## src/rtl/msi_message_tx.sv

```systemverilog
// MSI requester: folds per-vector interrupt pulses into pending bits and issues one
// MSI memory write at a time. Optional per-vector masking is compiled in with MSI_MASK_EN.
module msi_message_tx #(
    parameter int NUM_VEC = 32,
    parameter bit ADDR64  = 1'b1
) (
    input  logic               clk,
    input  logic               rst,
    input  logic               msi_enable,
    input  logic [2:0]         multiple_message_enable,
    input  logic [63:0]        message_addr,
    input  logic [15:0]        message_data,
    input  logic [NUM_VEC-1:0] int_req,
`ifdef MSI_MASK_EN
    input  logic [NUM_VEC-1:0] mask_bits,
`endif
    output logic [NUM_VEC-1:0] pending_bits,
    output logic               tx_valid,
    input  logic               tx_ready,
    output logic [63:0]        tx_addr,
    output logic               tx_is64,
    output logic [31:0]        tx_data
);

    localparam int LOG2_VEC = (NUM_VEC > 1) ? $clog2(NUM_VEC) : 0;

    typedef enum logic [0:0] {
        ST_IDLE = 1'b0,
        ST_SEND = 1'b1
    } state_t;

    state_t             state_q, state_d;
    logic [NUM_VEC-1:0] pending_q, pending_d;
    logic [4:0]         vec_q, vec_d;
    logic               tx_valid_q, tx_valid_d;
    logic [63:0]        tx_addr_q, tx_addr_d;
    logic               tx_is64_q, tx_is64_d;
    logic [31:0]        tx_data_q, tx_data_d;

    logic [2:0]         eff_mme;
    logic [4:0]         vec_mask;
    logic [NUM_VEC-1:0] alloc_bits;
    logic [NUM_VEC-1:0] fold_set;
    logic [NUM_VEC-1:0] eligible;
    logic [4:0]         sel_idx;
    logic               sel_found;
    logic               handshake;
    logic               addr_is64;

    // Granted vector count is limited by what the function requested and the 32-vector cap.
    always_comb begin
        eff_mme = multiple_message_enable;
        if (eff_mme > 3'd5) begin
            eff_mme = 3'd5;
        end
        if (eff_mme > 3'(LOG2_VEC)) begin
            eff_mme = 3'(LOG2_VEC);
        end
    end

    assign vec_mask = ~(5'h1f << eff_mme);

    generate
        for (genvar gi = 0; gi < NUM_VEC; gi++) begin : g_alloc
            assign alloc_bits[gi] = ((5'(gi) & ~vec_mask) == 5'd0);
        end
    endgenerate

    // A request on any vector lands on its low bits within the allocated range.
    always_comb begin
        fold_set = '0;
        for (int v = 0; v < NUM_VEC; v++) begin
            if (int_req[v]) begin
                fold_set[5'(v) & vec_mask] = 1'b1;
            end
        end
    end

`ifdef MSI_MASK_EN
    assign eligible = pending_q & alloc_bits & ~mask_bits;
`else
    assign eligible = pending_q & alloc_bits;
`endif

    always_comb begin
        sel_idx = 5'd0;
        for (int v = NUM_VEC - 1; v >= 0; v--) begin
            if (eligible[v]) begin
                sel_idx = 5'(v);
            end
        end
    end

    assign sel_found = |eligible;
    assign handshake = tx_valid_q && tx_ready;
    assign addr_is64 = ADDR64 && (|message_addr[63:32]);

    always_comb begin
        state_d    = state_q;
        pending_d  = pending_q;
        vec_d      = vec_q;
        tx_valid_d = tx_valid_q;
        tx_addr_d  = tx_addr_q;
        tx_is64_d  = tx_is64_q;
        tx_data_d  = tx_data_q;

        case (state_q)
            ST_IDLE: begin
                if (msi_enable && sel_found) begin
                    state_d    = ST_SEND;
                    tx_valid_d = 1'b1;
                    vec_d      = sel_idx;
                    tx_is64_d  = addr_is64;
                    tx_addr_d  = {(addr_is64 ? message_addr[63:32] : 32'h0),
                                  message_addr[31:2], 2'b00};
                    tx_data_d  = {16'h0, (message_data & ~{11'h0, vec_mask}) |
                                         {11'h0, sel_idx & vec_mask}};
                end
            end
            ST_SEND: begin
                if (handshake) begin
                    state_d           = ST_IDLE;
                    tx_valid_d        = 1'b0;
                    pending_d[vec_q]  = 1'b0;
                end
            end
            default: begin
                state_d    = ST_IDLE;
                tx_valid_d = 1'b0;
            end
        endcase

        // New requests are ORed after the handshake clear so a same-cycle set survives.
        if (msi_enable) begin
            pending_d = pending_d | fold_set;
        end else if ((state_q != ST_SEND) || handshake) begin
            pending_d = '0;
        end
        pending_d = pending_d & alloc_bits;
    end

    always_ff @(posedge clk) begin
        if (rst) begin
            state_q    <= ST_IDLE;
            pending_q  <= '0;
            vec_q      <= 5'd0;
            tx_valid_q <= 1'b0;
            tx_addr_q  <= 64'h0;
            tx_is64_q  <= 1'b0;
            tx_data_q  <= 32'h0;
        end else begin
            state_q    <= state_d;
            pending_q  <= pending_d;
            vec_q      <= vec_d;
            tx_valid_q <= tx_valid_d;
            tx_addr_q  <= tx_addr_d;
            tx_is64_q  <= tx_is64_d;
            tx_data_q  <= tx_data_d;
        end
    end

    assign pending_bits = pending_q;
    assign tx_valid     = tx_valid_q;
    assign tx_addr      = tx_addr_q;
    assign tx_is64      = tx_is64_q;
    assign tx_data      = tx_data_q;

endmodule
```

## config.mk

```make
export PLATFORM = sky130hd
export DESIGN_NAME = msi_message_tx
export DESIGN_NICKNAME = d
export VERILOG_FILES = /design/src/rtl/msi_message_tx.sv
export SDC_FILE = /design/constraint.sdc
export NUM_CORES = 1
export LEC_CHECK = 0
export CAP_MARGIN = 15
export CORE_MARGIN = 2
export CORE_UTILIZATION = 30
export CTS_CLUSTER_DIAMETER = 40
export CTS_CLUSTER_SIZE = 8
export DETAILED_ROUTE_END_ITERATION = 10
export SLEW_MARGIN = 20
export SYNTH_ARGS = -nofsm -noshare
export SYNTH_HDL_FRONTEND = slang
export SYNTH_SLANG_ARGS = --single-unit
```

## constraint.sdc

```tcl
create_clock -name clk -period 2.9 [get_ports clk]
set_input_delay 0.435 -clock clk [delete_from_list [all_inputs] [get_ports clk]]
set_output_delay 0.435 -clock clk [all_outputs]
set_load 0.05 [all_outputs]
```

==> results.yml, run 1 <==
outcome:
  status: "completed"
worst_setup_path:
  reg2reg_from: "pending_bits[15]$_SDFF_PP0_"
  cp-startpoint: "pending_bits[15]$_SDFF_PP0_"
  reg2reg_setup_slack_ps: 210
  cp-start-kind: "flop"
  endpoint_kind: "flop"
  worstReg2RegEnd: "tx_addr[25]$_SDFFE_PP0P_"
  reg2regPathDepth: 8
  critPathCapture: "tx_addr[25]$_SDFFE_PP0P_"
  worstPathArrival_ps: 3030
  worstSetupPathType: "reg -> reg"
  crit_fanout: 19
  required_ps: 3240
power:
  p_leak_nw: 3.42
  vdd_drop_max_mv: 0.391
  powerDensity_nw_per_um2: 593
cts:
  ctsResizeCount: 0
  clockBufferDepth: 2
  cts_hold_buf: 0
  cts.clk_slew.worst_paths_ps: 60
  numCtsBuffers: 17
  cts_tree: "yes"
  cts.sinks: 118
  cts_setup_buffers: 0
  cts_root_buf: "clkbuf_16"
  htreeDepth: 4
  worstSkewPairLatency_ps: 430
placement:
  placed_area_um2: 8900
  hpwl_mm: 17.6
  finalWeightedCongestion: 0.936
  place.port_buffers: 228
synth:
  synth_area_per_cell_um2: 7.65
  yosysWarnings: 0
  synth_edf_count: 0
  synth_seq_cells: 118
  synthSimpleGateAreaFrac_pct: 20.8
  synth_mux_area_share_pct: 0.164
  synth_top_family_by_area: "compound AO/OA/AOI/OAI gates"
  syn_inst: 796
  netlist_area_um2: 6090
  ys_async_sr_fraction_pct: 0
  synth_compound_area_share_pct: 31.2
  ys.flop_type: "dfxtp_1"
  ys_seq_area_share_pct: 38.8
  post_synth_fa_ha_maj_area_fraction_pct: 1.23
  synth_xor_xnor_area_share_pct: 0
  yosysUniqueCellTypes: 69
grt:
  antenna_found_initial: 0
  grt_usage_pct: 21.9
  grt_pass1_vias: 6587
  grt_pass1_wl_mm: 37.1
  overflow: 0
  grt_max_degree: 66
final_layout:
  fill_cells: 2005
  fin_area_um2: 9460
  layout.nets: 1164
  final_cell_mix: "227 x clkdlybuf4s50_1, 127 x nand2_1, 118 x dfxtp_1"
  layout-drive-gt1-share_pct: 9.80
  layout_commonest_cell: "clkdlybuf4s50_1"
  area_growth_pct: 55.3
  antenna_cells: 0
sta:
  relSlewSlack_pct: 50.7
  clock_skew_ps: 11.5
  hold_ws_ps: 452
  rsz0062_at_grt: "false"
  maxSlewViolCount: 0
  fmax_ghz: 0.371
  finalHoldViolations: 0
  finalCritPeriodShare_pct: 92.8
  worst_slew_pin_slew_ps: 740
  finalCriticalPeriod_ps: 2690
  setup_violations: 0
floorplan:
  placementRows: 52
  chipWidth_um: 146
  dieArea_um2: 21500
  io_pins: 249
  die_y_um: 146
  initial_core_util_pct: 30.3
  core_um2: 20100
detailed_routing:
  drt_iter0_drc: 626
  viasPerCell: 5.31
  drt_pass1_iterations: 5
  drc: 0
  drt_wl_total_mm: 24.1
  ant_nets: 0
  wl_per_cell_um: 18.2
  vias: 7019
job:
  maxCapViolations: 0
worst_hold_path:
  worstHoldPathType: "reg -> reg"
==> how the worst min path moves through the flow <==
stage | start | to | slack [ps] | cells after the start
2_1_floorplan | state_q$_SDFF_PP0_ | tx_valid$_SDFFE_PP0P_ | 430 | 1
3_5_place_dp | tx_addr[11]$_SDFFE_PP0P_ | tx_addr[11]$_SDFFE_PP0P_ | 450 | 2
6_report | tx_addr[6]$_SDFFE_PP0P_ | tx_addr[6]$_SDFFE_PP0P_ | 450 | 2
3_3_place_gp | tx_addr[6]$_SDFFE_PP0P_ | tx_addr[6]$_SDFFE_PP0P_ | 440 | 2
5_1_grt | tx_data[10]$_SDFFE_PP0P_ | tx_data[10]$_SDFFE_PP0P_ | 470 | 2
4_1_cts | tx_addr[6]$_SDFFE_PP0P_ | tx_addr[6]$_SDFFE_PP0P_ | 450 | 2
==> power by group <==
part | internal, W | total (W) | switching [W]
Sequential | 0.00176 | 0.00185 | 0.0000986
Combinational | 0.000664 | 0.00173 | 0.00107
Clock | 0.00118 | 0.00202 | 0.000843
Total | 0.00360 | 0.00561 | 0.00201
==> registers in the layout, indices dropped and copies added (netlist names) <==
signal / cells
state_q: 1
tx_valid: 1
pending_bits: 32
tx_is64: 1
vec_q: 5
tx_data: 16
tx_addr: 62
==> cells in the mapped netlist (3+ instances only) <==
cell type  instances  area [µm²]
a22oi_1           31         233
o221ai_1           4        35.0
nor3_1             9        45.0
buf_6              7        78.8
a21o_1             8        60.1
buf_4             18         135
a31oi_1           10        62.6
o41ai_1            5        43.8
inv_1             11        41.3
nor2b_1            7        43.8
o31ai_1            4        30.0
or2_2              3        18.8
o21ai_0           62         310
a21oi_1          103         515
a21boi_0           4        30.0
nand2_1          127         477
nand3b_1          11        82.6
nor4_1            14        87.6
ha_1               6        75.1
clkbuf_1          41         154
a221oi_1           4        35.0
nor2_1            74         278
or3_1              3        18.8
nand2b_1           8        50.1
o211ai_1           8        60.1
buf_2              7        35.0
o32ai_1            4        35.0
a211oi_1           8        60.1
nand3_1           12        60.1
o22ai_1            9        56.3
buf_1              4        15.0
dfxtp_1          118        2360
a2111oi_0          4        35.0
o311ai_0           4        35.0
==> layout make-up <==
type	count	area, µm²	area share [%]
multi-input combinational	605	3350	35.4
timing repair buffer	285	2810	29.7
sequential	118	2360	25.0
clock buffer	17	425	4.50
tap	270	338	3.57
clock inverter	14	130	1.38
inverter	12	45.0	0.476
==> cell families (layout without fill, tap and decap cells) <==
| group | count (synthesis) | in the layout |
|---|---|---|
| flip-flops | 118 | 118 |
| multiplexers | 1 | 1 |
| buffers and inverters | 90 | 328 |
| adder cells (fa/ha/maj) | 6 | 6 |
| AND/OR/NAND/NOR | 282 | 282 |
| other | 1 | 18 |
| AO/OA/AOI/OAI | 298 | 298 |
==> through the flow <==
step / power (W) / util, % / cells / worst slack (ps) / TNS (ps)
3_5_place_dp: 0.00361 / 44.3 / 1290 / -75.5 / -1980
5_1_grt: 0.00584 / 47.0 / 1321 / 104 / 0
2_1_floorplan: 0.00292 / - / 813 / -22.2 / -1280
6_report: 0.00561 / 47.0 / 1321 / 208 / 0
3_3_place_gp: 0.00361 / 44.3 / 1290 / -65.1 / -1210
4_1_cts: 0.00564 / 47.0 / 1321 / 286 / 0
==> per-layer routing <==
metal	vias up	GRT usage, %	wire length (µm)	part of all wire (%)
met5	-	0	0	0
met4	0	8.83	689	2.9
met3	62	5.53	2060	8.5
met2	405	34.2	11000	46
met1	3218	28.9	10300	43
li1	3334	-	-	-
==> critical path, cell delays in order, from the launching register on <==
cell and delay (ps):
dfxtp_1 400, o41ai_1 710, o21ai_0 360, nor3_2 250, buf_4 170, a31o_4 290
buf_12 190, nand2_1 60, a21oi_1 150
(Power assumes the default switching activity.)
==> run 2, diff against run 1 <==
HOLD_SLACK_MARGIN = 0.05   (was unset)
==> results of run 2 <==
Final layout, timing and power as in run 1 (identical DEF).
==> run 3, diff against run 2 <==
HOLD_SLACK_MARGIN = 0.03   (was 0.05)
==> results of run 3 <==
Final layout, timing and power as in run 1 (identical DEF).
